==> src/rtl/hazard_scoreboard.sv <==
`default_nettype none
// ============================================================================
//  Module   : hazard_scoreboard
//  Purpose  : D-stage hazard unit for the pipelined MIPS core. Keeps a shadow
//             pipeline of {dst, tnew} pairs that advances in lock-step with
//             the datapath. From it the unit derives the stall signal and the
//             nearest-producer forwarding selects. A busy counter tracks the
//             multi-cycle multiply/divide unit.
//  Ports    :
//    clk, reset                 clock, asynchronous active-high reset
//    D_rs, D_rt                 source registers of the D instruction
//    D_rs_tuse, D_rt_tuse       Tuse per operand (all ones = operand unused)
//    D_dst, D_tnew              destination (0 = none) and Tnew as seen in E
//    D_md_start, D_md_div       D starts mult/div (D_md_div=1 selects divide)
//    D_md_use                   D is any HI/LO or MDU instruction
//    stall                      freeze PC/F/D and bubble E (combinational)
//    fwd_rs, fwd_rt             0 = register file, k = stage k-1 produces
//    md_busy                    MDU counter non-zero
//  Revision : 1.0 - initial release
// ============================================================================
module hazard_scoreboard #(
  parameter int NUM_STAGES  = 3,
  parameter int REG_AW      = 5,
  parameter int TW          = 3,
  parameter int MULT_CYCLES = 5,
  parameter int DIV_CYCLES  = 10
) (
  input  logic                              clk,
  input  logic                              reset,
  input  logic [REG_AW-1:0]                 D_rs,
  input  logic [REG_AW-1:0]                 D_rt,
  input  logic [TW-1:0]                     D_rs_tuse,
  input  logic [TW-1:0]                     D_rt_tuse,
  input  logic [REG_AW-1:0]                 D_dst,
  input  logic [TW-1:0]                     D_tnew,
  input  logic                              D_md_start,
  input  logic                              D_md_div,
  input  logic                              D_md_use,
  output logic                              stall,
  output logic [$clog2(NUM_STAGES+1)-1:0]   fwd_rs,
  output logic [$clog2(NUM_STAGES+1)-1:0]   fwd_rt,
  output logic                              md_busy
);

  localparam int SW = $clog2(NUM_STAGES + 1);
  localparam int CW = $clog2(DIV_CYCLES + 1);
  localparam logic [CW-1:0] MULT_LOAD = CW'(MULT_CYCLES);
  localparam logic [CW-1:0] DIV_LOAD  = CW'(DIV_CYCLES);

  // --------------------------------------------------------------------------
  // State
  // --------------------------------------------------------------------------
  logic [REG_AW-1:0] dst_q  [NUM_STAGES];
  logic [REG_AW-1:0] dst_d  [NUM_STAGES];
  logic [TW-1:0]     tnew_q [NUM_STAGES];
  logic [TW-1:0]     tnew_d [NUM_STAGES];

  logic              e_start_q, e_start_d;
  logic              e_div_q,   e_div_d;
  logic [CW-1:0]     cnt_q,     cnt_d;

  // --------------------------------------------------------------------------
  // Nearest-producer lookup. Scanning from the farthest stage toward E lets
  // the closest match overwrite any older one, so the youngest producer wins.
  // --------------------------------------------------------------------------
  logic          hit_rs, hit_rt;
  logic [SW-1:0] idx_rs, idx_rt;
  logic [TW-1:0] tnew_rs, tnew_rt;

  always_comb begin
    hit_rs  = 1'b0;
    idx_rs  = '0;
    tnew_rs = '0;
    hit_rt  = 1'b0;
    idx_rt  = '0;
    tnew_rt = '0;
    for (int k = NUM_STAGES - 1; k >= 0; k--) begin
      if ((D_rs != '0) && (dst_q[k] == D_rs)) begin
        hit_rs  = 1'b1;
        idx_rs  = SW'(k + 1);
        tnew_rs = tnew_q[k];
      end
      if ((D_rt != '0) && (dst_q[k] == D_rt)) begin
        hit_rt  = 1'b1;
        idx_rt  = SW'(k + 1);
        tnew_rt = tnew_q[k];
      end
    end
  end

  // --------------------------------------------------------------------------
  // Stall and forwarding
  // --------------------------------------------------------------------------
  logic stall_rs, stall_rt, stall_md;

  // An unused operand carries the maximum Tuse, which can never be below a
  // TW-bit Tnew, so it needs no separate qualification.
  assign stall_rs = hit_rs && (D_rs_tuse < tnew_rs);
  assign stall_rt = hit_rt && (D_rt_tuse < tnew_rt);

  // The MDU is already committed while the start sits in E, before the
  // counter has been loaded, so E_start also blocks HI/LO users.
  assign md_busy  = (cnt_q != '0);
  assign stall_md = D_md_use && (md_busy || e_start_q);

  assign stall    = stall_rs || stall_rt || stall_md;
  assign fwd_rs   = idx_rs;
  assign fwd_rt   = idx_rt;

  // --------------------------------------------------------------------------
  // Shadow pipeline next state
  // --------------------------------------------------------------------------
  always_comb begin
    for (int k = 0; k < NUM_STAGES; k++) begin
      dst_d[k]  = '0;
      tnew_d[k] = '0;
    end
    // A stalled D instruction stays put while a bubble enters E.
    if (!stall) begin
      dst_d[0]  = D_dst;
      tnew_d[0] = D_tnew;
    end
    for (int k = 1; k < NUM_STAGES; k++) begin
      dst_d[k]  = dst_q[k-1];
      tnew_d[k] = (tnew_q[k-1] != '0) ? (tnew_q[k-1] - TW'(1)) : '0;
    end
  end

  // --------------------------------------------------------------------------
  // MDU tracker next state
  // --------------------------------------------------------------------------
  always_comb begin
    e_start_d = D_md_start && !stall;
    e_div_d   = D_md_div;
    cnt_d     = cnt_q;
    // A fresh start overrides any residual count.
    if (e_start_q) begin
      cnt_d = e_div_q ? DIV_LOAD : MULT_LOAD;
    end else if (cnt_q != '0) begin
      cnt_d = cnt_q - CW'(1);
    end
  end

  // --------------------------------------------------------------------------
  // Registers
  // --------------------------------------------------------------------------
  always_ff @(posedge clk or posedge reset) begin
    if (reset) begin
      for (int k = 0; k < NUM_STAGES; k++) begin
        dst_q[k]  <= '0;
        tnew_q[k] <= '0;
      end
      e_start_q <= 1'b0;
      e_div_q   <= 1'b0;
      cnt_q     <= '0;
    end else begin
      for (int k = 0; k < NUM_STAGES; k++) begin
        dst_q[k]  <= dst_d[k];
        tnew_q[k] <= tnew_d[k];
      end
      e_start_q <= e_start_d;
      e_div_q   <= e_div_d;
      cnt_q     <= cnt_d;
    end
  end

endmodule
`default_nettype wire

==> config.mk <==
export PLATFORM = sky130hd
export DESIGN_NAME = hazard_scoreboard
export DESIGN_NICKNAME = d
export VERILOG_FILES = /design/src/rtl/hazard_scoreboard.sv
export SDC_FILE = /design/constraint.sdc
export NUM_CORES = 1
export LEC_CHECK = 0
export ABC_CLOCK_PERIOD_IN_PS = 5000
export BUFFER_PORTS_ARGS = -buffer_cell sky130_fd_sc_hd__buf_2
export CORE_ASPECT_RATIO = 1.5
export CORE_UTILIZATION = 40
export DETAILED_ROUTE_END_ITERATION = 10
export HOLD_SLACK_MARGIN = 0.06
export SETUP_SLACK_MARGIN = 0.4
export SYNTH_ARGS = -nofsm -noshare
export SYNTH_HDL_FRONTEND = slang
export SYNTH_SLANG_ARGS = --single-unit
==> constraint.sdc <==
create_clock -name clk -period 5 [get_ports clk]
set_clock_uncertainty 0.2 [all_clocks]
set_input_delay 0.75 -clock clk [delete_from_list [all_inputs] [get_ports clk]]
set_output_delay 0.75 -clock clk [all_outputs]
set_load 0.05 [all_outputs]
## Word-level counts from Yosys, hierarchy flattened

Index checks and enable logic that the tools add are counted.

- Reductions and logical operators: 20
- Multiplexer cells: 25
- Equality and inequality tests: 6
- $lt $le $gt $ge: 2
- Add/subtract/negate cells: 3

Operators with widths:

| kind | count |
|---|---|
| == test 5 bit | 6 |
| 2-to-1 mux 3 bit | 9 |
| 2-to-1 mux 2 bit | 6 |
| 2-to-1 mux 4 bit | 3 |
| logical AND 1 bit | 10 |
| nonzero test 5 bit | 2 |
| < comparator 3 bit | 2 |
| 2-to-1 mux 1 bit | 6 |
| nonzero test 3 bit | 2 |
| subtractor 3 x 1 -> 3 bit, second input constant | 2 |
| 2-to-1 mux 5 bit | 1 |
| nonzero test 4 bit | 1 |
| subtractor 4 x 1 -> 4 bit, second input constant | 1 |
| logical OR 1 bit | 3 |
| nonzero test 2 bit | 1 |
| logical NOT 1 bit | 1 |

- Flip-flop bits (word level): 30
- Logic and storage cells: 65
- Output and inout port bits: 6
- Bits of input ports: 29

## Depth between registers and ports, before layout

Gate-level depths: netlist (run 1).

- Depth after elaboration: 11
- Depth in mapped cells: 13
- Depth with buffers taken out: 12

## Worst setup path after synthesis (run 1)

OpenSTA, ideal clock, no wires.

- Path type: input-to-output
- Start: input port D_rs[4]
- End: output port stall
- Arrival time: 3,461 ps
- Data required time: 4,050 ps
- Buffers on the path: 0
- Path slack: 589 ps
- Stages: 12
- Cells stage by stage: xnor2_1 -> nand3_1 -> o31a_1 -> and2_1 -> a32o_1 -> mux2i_1 -> ha_1 -> nand2_1 -> o21bai_1 -> a221oi_1 -> o41ai_2 -> or2_1

- Longest elaborated chain between the ends: 9
- Elaborated cells between the ends (all ways): 17
- Classes of those cells: order compare: 1; eq/ne: 3; mux: 6; reduce/logical: 7

RTL lines:

| what | line | text |
|---|---|---|
| from (decl) | 30 | `input logic [REG_AW-1:0] D_rs,` |
| == test 5 bit or nonzero test 5 bit (tied branches) | 78 | `if ((D_rs != '0) && (dst_q[k] == D_rs)) begin` |
| logical AND 1 bit | 78 |  |
| 2-to-1 mux 3 bit (3 in series) | 78 |  |
| < comparator 3 bit | 98 | `assign stall_rs = hit_rs && (D_rs_tuse < tnew_rs);` |
| logical AND 1 bit * | 98 |  |
| logical OR 1 bit * (2 in series) | 106 | `assign stall = stall_rs \|\| stall_rt \|\| stall_md;` |
| to (decl) | 39 | `output logic stall,` |

Mark *: on every way between the ends. The rest lies on a longest branch, timed or not.

## Final worst setup path (run 1)

- Start: input port D_rs[2]
- End: output port stall

The elaborated chain is that of the path after synthesis.

==> results.md, run 1 <==
- Core ar.: 0.00425 sq mm
- P&R area growth vs syn: 18.3%
- Global-route wire length before repair: 6150 microns
- Worst IR Drop VDD: 0.238 mV
- Root Buffer: clkbuf_8
- Fin crit period: roughly 4.4 ns
- Final TNS setup: 0 ns
- Count of state elements after synthesis: 30
- Worst hold margin: 0.236 ns
- CP max FO: 4
- Top cells by count, synth: 30 x dfrtp_1, 27 x xnor2_1, 13 x nand2_1, 13 x nor2_1, 10 x ha_1
- Post-synthesis cell count: 176
- Yosys warns: 0
- Starting DRC count in detailed routing: 17
- P per Cell Area: 354 mW/mm^2
- Static Leakage: roughly 0.00095 uW
- DRT Pass-1 Iters: 4
- CP Data Required Time: 4.05 ns
- Max incr delay on CP: 0.40 ns
- GRT Total Usage: 17.5%
- TritonCTS Buffers: 5
- Port buffer count: 34
- Hold Crit Class: reg2reg
- Crit. End Element: output port
- Initial antenna violation count: 0
- Cells after DPL: between 200 and 300
- Max-slew violations: 0
- Top cells by area, synth: dfrtp_1 42%, xnor2_1 13%, ha_1 7.0%
- Ys async rst share: 100%
- Finished Layout Cells: 266
- Mean Syn Cell Area: 10.1 sq um
- Num Clock Sinks: 30
- Wirelength per Cell: 14.0 microns
- CTS tree: done
- Setup violators final: 0
- Fin area: 0.00210 sq mm
- Vias in the first global route: between 1000 and 1500
- Fillers: 408
- Worst-margin pin slew: 0.605 ns
- Largest net degree at the start of global routing: 31
- Ant diodes: 0
- # Post-CTS Setup Buffers: 0
- Number of max-cap violations: 0
- Fmax: around 0.23 GHz
- Post-CTS Resized: 0
- Status: finished clean
- Period utilization: 87.9%
- Clock-pin slew on the worst setup and hold paths: 0.07 ns
- Largest area contributor in the netlist: dfrtp_1
- I/O pin cnt: 35
- Count leader, synth: dfrtp_1
- Clock Path Buffers: 2
- Number of synthesized flops with an enable pin: 0
- CTS Hold Bufs: 0
- Area after DPL: around 0.0020 sq mm
- Worst-path cell chain: buf_2 > xnor2_1 > nand3_1 > o31a_1 > and2_1 > a32o_1 > mux2i_1 > ha_1 > nand2_1 > o21bai_1 > a221oi_1 > o41ai_2 > or2_1 > buf_2
- Detailed-route via count: 1366
- Hold Fails Final Rpt: 0
- CP bufs+invs: 2
- Die H: 83.6 microns
- Die area: around 0.0047 sq mm
- Share of cells above drive strength 1: 23.6%
- Yosys cell types: 36
- Crit path DAT: 3.44 ns
- Most frequent CP cell: buf_2
- CTS HTree Levels: 2
- Routed vias/inst: 5.14
- Placer Congestion: 0.765
- Mapped Nets: 215
- Worst setup margin: 0.605 ns
- DR DRC count: 0
- WS Path Type: in2out
- Sequential area share after synthesis: 42.3%
- Top-area cell type share of the netlist area: a little over two fifths
- Max-Slew Margin vs Limit: between 50 and 60%
- CP max stage cell: o41ai_2
- Final WL: 3720 microns
- Std-Cell Rows: 29
- Top delay family on crit path: compound AO/OA/AOI/OAI gates
- Initial core utilization: 41.9%
- Setup crit start kind: input pin
- Post-synth design cell area: 0.00178 sq mm
- Nets: 259
- DP Worst Slack: 0.581 ns
- Worst-skew pair later-pin latency: 0.29 ns
- Total grt overflow: 0
- Post-DRT Antenna Nets: 0
- Dpl hpwl: 3030 microns
- Prevailing post-synth register cell: dfrtp_1
- Die width: 56.4 microns
- RSZ-0062 raised after global routing: no
[placed cells by master, fill, tap and decap left out, types with 7 or more instances in the layout]
| cell | netlist | layout |
|---|---|---|
| buf_2 | 0 | 34 |
| dfrtp_1 | 30 | 30 |
| xnor2_1 | 27 | 27 |
| nor2_1 | 13 | 13 |
| nand2_1 | 13 | 13 |
| ha_1 | 10 | 10 |
| inv_1 | 9 | 9 |
| nor3b_1 | 9 | 9 |
| nand3_1 | 8 | 8 |
| nor3_1 | 7 | 7 |
[kinds of logic (layout without fill, tap and decap cells)]
| kind of cell | Yosys count | in the layout | share of synthesized area (%) |
|---|---|---|---|
| flip-flops | 30 | 30 | 42.3 |
| multiplexers | 3 | 3 | 1.76 |
| buffers and inverters | 10 | 54 | 2.54 |
| AND/OR/NAND/NOR | 67 | 67 | 21.0 |
| AO/OA/AOI/OAI | 24 | 24 | 9.65 |
| XOR/XNOR | 32 | 32 | 15.8 |
| adder cells (fa/ha/maj) | 10 | 10 | 7.04 |
[routing by layer]
layer | track usage [%] | up-vias | part of all wire [%]
li1 | - | 692 | -
met3 | 3.88 | 6 | 3.7
met4 | 7.98 | 0 | 2.0
met2 | 30.1 | 25 | 53
met1 | 20.4 | 643 | 41
met5 | 0 | - | 0
[worst paths after layout]
path,cells after the start,end,from,slack (ns)
worst max-delay path,14,stall,D_rs[2],0.61
worst min-delay path,0,dst_d[4],dst_d[9],0.24
worst max register to register,13,dst_d[9],dst_d[2],1.84
worst min register to register,0,dst_d[4],dst_d[9],0.24
max in group asynchronous,3,tnew_q[2],reset,4.00
min in group asynchronous,3,dst_d[4],reset,0.32
[power breakdown]
| group | switching (uW) | total (uW) | internal (uW) |
|---|---|---|---|
| sequential | 43.4 | 331 | 288 |
| combinational | 127 | 231 | 104 |
| clock | 88.5 | 182 | 93.1 |
[stage by stage]
stage,util (%),power (uW)
floorplan,-,506
global placement,47.7,570
detailed placement,47.7,570
CTS,49.5,757
global route,49.5,797
finish,49.5,744
[area by class of cell]
class,instances,area (sq um),share of cell area [%]
multi-input combinational,136,981,46.7
sequential,30,751,35.7
timing repair buffer,38,200,9.52
clock buffer,5,68.8,3.27
tap,46,57.6,2.74
inverter,9,33.8,1.61
clock inverter,2,10.0,0.476
[registers in the layout, summed over array words and instances, names as in the netlist]
register	cells
dst_d	10
tnew_q	9
dst_q	5
cnt_q	4
e_div_q	1
e_start_q	1
(Power assumes the default switching activity.)
==> run 2, diff against run 1 <==
==> constraint.sdc (replaced) <==
create_clock -name clk -period 5 [get_ports clk]
set_clock_uncertainty 0.2 [all_clocks]
set_input_delay 0.5 -clock clk [delete_from_list [all_inputs] [get_ports clk]]
set_output_delay 0.5 -clock clk [all_outputs]
set_load 0.05 [all_outputs]
==> run 2 against run 1 <==
Compared with the run above: via count decreased by 0.51%; wire length increased by 1.5%; worst setup slack improved by 0.24 ns; sequential power about the same; clock-buffer cell count unchanged; clock power about the same; sequential share of layout area increased by 0.13 points; highest routed layer unchanged.
==> results.md, run 2 (synthesis results as in run 1) <==
- Total grt overflow: 0 (unchanged)
- Max-slew violations: 0 (unchanged)
- Crit. End Element: output port
- Post-DRT Antenna Nets: 0 (unchanged)
- Largest net degree at the start of global routing: 31 (unchanged)
- Max FFs per register: 10 (unchanged)
- Nets: 258 (-0.39%)
- DP Worst Slack: 0.880 ns (+0.299 ns)
- Final WL: 3770 microns (+1.5%)
- Hold Fails Final Rpt: 0 (unchanged)
- Initial antenna violation count: 0 (unchanged)
- Initial core utilization: 41.9% (unchanged)
- Setup crit start kind: flip-flop
- I/O pin cnt: 35 (unchanged)
- Die area: 0.00472 sq mm (unchanged)
- Starting DRC count in detailed routing: 21 (+4)
- Clock-pin slew on the worst setup and hold paths: 0.06 ns (about the same)
- Wirelength per Cell: 14.2 microns (+1.8%)
- Worst setup margin: 0.841 ns (+0.236 ns)
- Global-route wire length before repair: 6510 microns (+5.7%)
- Final TNS setup: 0 ns (unchanged)
- Placer Congestion: 0.807 (+5.4%)
- CTS HTree Levels: 2 (unchanged)
- Ant diodes: 0 (unchanged)
- Vias in the first global route: 1432 (+6.3%)
- Dpl hpwl: 3030 microns (about the same)
- Worst-path cell chain: xnor2_1 > nand3_1 > nor4_1 > nand3b_1 > a21oi_1 > a21oi_1 > ha_1 > a211o_1 > o22ai_1 > o311a_1 > buf_4 > or2_1 > buf_2
- Std-Cell Rows: 29 (unchanged)
- P&R area growth vs syn: 17.9%
- CP max stage cell: nor4_1
- Max incr delay on CP: 0.61 ns (+0.21 ns)
- Post-CTS Resized: 0 (unchanged)
- # Post-CTS Setup Buffers: 0 (unchanged)
- Num Clock Sinks: 30 (unchanged)
- Fillers: 417 (+2.2%)
- P per Cell Area: 357 mW/mm^2 (+0.71%)
- CP max FO: 10 (+6)
- Routed vias/inst: 5.13 (-0.14%)
- Period utilization: 83.2% (-4.7 points)
- Static Leakage: 0.000945 uW (-0.57%)
- Detailed-route via count: 1359 (-0.51%)
- Die width: 56.4 microns (unchanged)
- Crit path DAT: 3.46 ns (+0.02 ns)
- Root Buffer: clkbuf_8
- Fmax: 0.240 GHz (+5.7%)
- CTS tree: done
- RSZ-0062 raised after global routing: no
- Core ar.: 0.00425 sq mm (unchanged)
- CTS Hold Bufs: 0 (unchanged)
- TritonCTS Buffers: 5 (unchanged)
- GRT Total Usage: 18.3% (+0.83 points)
- Share of cells above drive strength 1: 23.3% (-0.35 points)
- WS Path Type: reg2out
- Fin crit period: 4.16 ns (-0.236 ns)
- DR DRC count: 0 (unchanged)
- Worst IR Drop VDD: 0.249 mV (+4.5%)
- Setup violators final: 0 (unchanged)
- Number of max-cap violations: 0 (unchanged)
- Port buffer count: 34 (unchanged)
- Most frequent cells in the layout: 34 x buf_2, 30 x dfrtp_1, 27 x xnor2_1
- Reg2reg setup slack: 1.80 ns (-0.04 ns)
- DRT Pass-1 Iters: 2 (-2)
- Hold Crit Class: in2async
- Status: finished clean
- Die H: 83.6 microns (unchanged)
- Most frequent CP cell: a21oi_1
- Max-Slew Margin vs Limit: 46.7% (-13 points)
- Worst-skew pair later-pin latency: 0.29 ns (about the same)
- Worst-margin pin slew: 0.792 ns (+0.187 ns)
- Clock Path Buffers: 2 (unchanged)
- Most common cell after layout, fill and taps aside: buf_2
- CP Data Required Time: 4.30 ns (+0.25 ns)
==> run 2: final timing paths <==
kind / from / to / cells past startpoint
setup / recovery: dst_q[0] / stall / 13
hold / removal: reset / dst_d[1] / 3
setup reg to reg: dst_q[0] / tnew_q[6] / 13
hold reg to reg: dst_d[7] / dst_d[2] / 0
max in group asynchronous: reset / tnew_q[4] / 3
min in group clk: D_md_div / e_div_q / 1
==> run 2: metal layers <==
layer  global-route usage [%]  share of wire, %
met5                        0                 0
met4                     7.98               2.1
met3                     3.41               2.9
met2                     33.7                53
met1                     19.9                42
==> run 2: area by class of cell <==
class | count | area, sq um | share of cell area, %
Multi-Input combinational cell | 136 | 981 | 46.8
Sequential cell | 30 | 751 | 35.8
Timing Repair Buffer | 37 | 193 | 9.20
Clock buffer | 5 | 68.8 | 3.29
Tap cell | 46 | 57.6 | 2.75
Inverter | 9 | 33.8 | 1.61
Clock inverter | 2 | 10.0 | 0.478
==> run 2: report_power, final <==
| group | switching (uW) | internal [uW] |
|---|---|---|
| logic | 130 | 105 |
| clock network | 87.6 | 93.0 |
| registers | 43.7 | 288 |
| total | 261 | 486 |
==> run 2: worst max-delay path, delay by kind of cell, from the launching register on <==
family / cells / cell delay, ns
compound gates: 5 / 0.87
xor+xnor: 1 / 0.18
fa+ha+maj: 1 / 0.33
buf+inv: 2 / 0.42
flops: 1 / 0.40
simple gates: 4 / 0.97
==> run 2: per-stage QoR <==
stage                     total power, uW  util [%]  hold WS (ns)  instances  area, sq um
after floorplan                       506         -         0.210        176         1780
after global placement                570      47.5         0.225        258         2020
after detailed placement              571      47.5         0.235        258         2020
after CTS                             757      49.3        0.0895        265         2090
after global routing                  802      49.3         0.117        265         2090
final                                 747      49.3        0.0759        265         2090
==> run 3, diff against run 2 <==
--- a/config.mk
+++ b/config.mk
@@ -5,7 +5,8 @@
 export SDC_FILE = /design/constraint.sdc
 export NUM_CORES = 1
 export LEC_CHECK = 0
-export ABC_CLOCK_PERIOD_IN_PS = 5000
+export ABC_AREA = 1
+export ABC_CLOCK_PERIOD_IN_PS = 3430
 export BUFFER_PORTS_ARGS = -buffer_cell sky130_fd_sc_hd__buf_2
 export CORE_ASPECT_RATIO = 1.5
 export CORE_UTILIZATION = 40
==> constraint.sdc (replaced) <==
create_clock -name clk -period 3.43 [get_ports clk]
set_clock_uncertainty 0.2 [all_clocks]
set_input_delay 0.343 -clock clk [delete_from_list [all_inputs] [get_ports clk]]
set_output_delay 0.343 -clock clk [all_outputs]
set_load 0.05 [all_outputs]
==> run 3 against run 2 <==
Compared with the run above: the flow now finishes with violations (design-rule violations); via count grew 17%; synthesized area increased by 4.3%; global-route usage is 0.83 points lower; sequential power up 45%; register-to-register slack worse by 1.0 ns; worst hold slack lost 0.0095 ns; die area grew 4.2%; critical endpoint unchanged.
==> results.md, run 3 <==
- CP max FO: 6 (-4)
- Worst-skew pair later-pin latency: 0.28 ns (about the same)
- Top cells by count, synth: 60 x nand2_1, 51 x inv_1, 30 x dfrtp_1
- Dpl hpwl: 2990 microns (-1.1%)
- Setup violators final: 0 (unchanged)
- Yosys cell types: 23 (-36%)
- Crit. End Element: output port
- Yosys warns: 0 (unchanged)
- Post-synthesis cell count: 245 (+39%)
- TritonCTS Buffers: 5 (unchanged)
- RSZ-0062 raised after global routing: yes
- Ant diodes: 0 (unchanged)
- WS Path Type: reg2out
- GRT Total Usage: 17.5% (-0.83 points)
- Share of cells above drive strength 1: 25.2% (+1.9 points)
- Largest area contributor in the netlist: dfrtp_1
- Port buffer count: 34 (unchanged)
- Clock-pin slew on the worst setup and hold paths: 0.06 ns (about the same)
- I/O pin cnt: 35 (unchanged)
- Crit path DAT: 2.41 ns (-1.05 ns)
- Worst-margin pin slew: 0.375 ns (-0.418 ns)
- Count leader, synth: nand2_1
- Static Leakage: 0.00127 uW (+34%)
- Max incr delay on CP: 0.42 ns (-0.19 ns)
- Fmax: ~0.34 GHz
- Max-slew violations: 0 (unchanged)
- Number of synthesized flops with an enable pin: 0 (unchanged)
- Die width: 57.6 microns (+2.1%)
- CP max stage cell: dfrtp_1
- Clock Path Buffers: 2 (unchanged)
- Status: finished with violations
- Mapped Nets: 284 (+32%)
- Post-synth design cell area: 0.00185 sq mm (+4.3%)
- Hold Crit Class: in2reg
- Most frequent cells in the layout: 56 x nand2_1, 48 x inv_1, 33 x buf_2
- Failing checks: design-rule violations
- CTS HTree Levels: 2 (unchanged)
- Num Clock Sinks: 30 (unchanged)
- Total grt overflow: 0 (unchanged)
- Max-Slew Margin vs Limit: 75.0% (+28 points)
- Top cells by area, synth: dfrtp_1 41%, nand2_1 12%, inv_1 10%
- Period utilization: 86.2%
- Die H: 85.4 microns (+2.1%)
- Initial core utilization: 41.5% (-0.37 points)
- Mean Syn Cell Area: 7.56 sq um (-25%)
- P per Cell Area: 511 mW/mm^2 (+43%)
- Hold Fails Final Rpt: 0 (unchanged)
- CTS tree: done
- Worst setup margin: 0.472 ns (-0.369 ns)
- P&R area growth vs syn: 24.9%
- Global-route wire length before repair: 6350 microns (-2.3%)
- Initial antenna violation count: 0 (unchanged)
- Vias in the first global route: 1425 (-0.49%)
- CP Data Required Time: 2.89 ns (-1.41 ns)
- Die area: 0.00491 sq mm (+4.2%)
- Number of max-cap violations: 0 (unchanged)
- Wirelength per Cell: 11.5 microns (-19%)
- Count of state elements after synthesis: 30 (unchanged)
- Setup crit start kind: flip-flop
- Core ar.: 0.00447 sq mm (+5.2%)
- Prevailing post-synth register cell: dfrtp_1
- Cells after DPL: 328 (+27%)
- DP Worst Slack: 0.262 ns (-0.618 ns)
- Placer Congestion: 0.863 (+7.0%)
- Fin crit period: 2.96 ns
- Final WL: 3940 microns (+4.5%)
- Max FFs per register: 10 (unchanged)
- Nets: 332 (+29%)
- Post-DRT Antenna Nets: 0 (unchanged)
- Sequential area share after synthesis: 40.5% (-1.7 points)
- Most common cell after layout, fill and taps aside: nand2_1
- Worst IR Drop VDD: 0.344 mV (+38%)
- Routed vias/inst: 4.63 (-9.6%)
- Std-Cell Rows: 30 (+3.4%)
- Largest net degree at the start of global routing: 31 (unchanged)
- Ys async rst share: 100% (unchanged)
- Starting DRC count in detailed routing: 33 (+57%)
- Top-area cell type share of the netlist area: 40.5% (-1.7 points)
- DRT Pass-1 Iters: 10 (+8)
- DR DRC count: 2 (+2)
- Root Buffer: clkbuf_8
- Final TNS setup: 0 ns (unchanged)
- Detailed-route via count: 1585 (+17%)
- Worst-path cell chain: buf_4 > xnor2_1 > o21ai_1 > inv_1 > nand2_2 > inv_1 > a31oi_1 > o21ai_1 > o21ai_1 > ha_1 > nand2_1 > inv_2 > nand3_2 > nand2_1 > nand2_1 > nand2_2 > nand3_4 > buf_8
- Finished Layout Cells: 342 (+29%)
run 3: cell types whose count changed after synthesis, moves of 4 or more:
cell,delta
xnor2_1,-13
nor3b_1,-9
nand2_1,+47
o21ai_0,+4
inv_1,+42
nor3_1,-4
nor2_1,+15
run 3: kinds of logic (layout without fill, tap and decap cells):
family,count (synthesis),in the layout,share of synthesized area [%]
simple gates,111,111,25.5
buf+inv,51,100,10.3
flops,30,30,40.5
compound gates,22,22,6.96
xor+xnor,21,21,9.93
fa+ha+maj,10,10,6.75
run 3: power by group:
| group | total, uW | leakage, uW | switching [uW] | internal, uW |
|---|---|---|---|---|
| Sequential | 482 | 0.000382 | 57.5 | 425 |
| Combinational | 411 | 0.000838 | 247 | 163 |
| Clock | 291 | 0.0000482 | 129 | 162 |
| Total | 1180 | 0.00127 | 434 | 750 |
run 3: what timing repair did:
action,in CTS,in global routing
hold buffers,2,0
buffers inserted,1,3
endpoints found under the hold margin,31,0
endpoints found under the setup margin,1,1
gates resized for setup,8,23
pin swaps,3,13
run 3: worst paths after layout:
kind / from / to / slack, ns / depth (start not counted)
min in group asynchronous: reset / dst_q[3] / 0.47 / 4
worst max-delay path: dst_d[8] / stall / 0.47 / 18
worst min register to register: dst_d[2] / dst_q[2] / 0.23 / 0
worst max register to register: dst_d[8] / tnew_q[6] / 0.76 / 20
max in group asynchronous: reset / dst_q[1] / 2.28 / 4
worst min-delay path: D_md_start / e_start_q / 0.07 / 3
run 3: per-layer routing:
metal / vias to the layer above / global-route usage, % / wire length [microns]
li1: 839 / - / -
met1: 709 / 20.2 / 1630
met2: 28 / 29.9 / 2050
met3: 9 / 3.35 / 125
met4: 0 / 9.31 / 134
met5: - / 0 / 0
run 3: cell type report:
class / count / area (sq um)
well taps: 48 / 60.1
inverters: 51 / 191
repair buffers: 41 / 238
clock buffers: 7 / 86.3
flip-flops and latches: 30 / 751
multi-input cells: 164 / 983
fillers: 436 / 2150
clock inverters: 1 / 5.00
run 3: through the flow:
step	power [uW]	cell area (sq um)	hold slack, ns	util (%)
4_1_cts	1180	2240	0.0624	50.1
3_5_place_dp	861	2090	0.224	46.8
2_1_floorplan	763	1850	0.174	-
3_3_place_gp	859	2090	0.226	46.8
6_report	1180	2310	0.0665	51.8
5_1_grt	1270	2310	0.0632	51.8
run 3: critical path: cells and delay by family, from the launching register on:
| kind | cells | cell delay, ns |
|---|---|---|
| AND/OR/NAND/NOR | 7 | 0.49 |
| buffers and inverters | 5 | 0.48 |
| flip-flops | 1 | 0.42 |
| AO/OA/AOI/OAI | 4 | 0.39 |
| adder cells (fa/ha/maj) | 1 | 0.24 |
| XOR/XNOR | 1 | 0.11 |
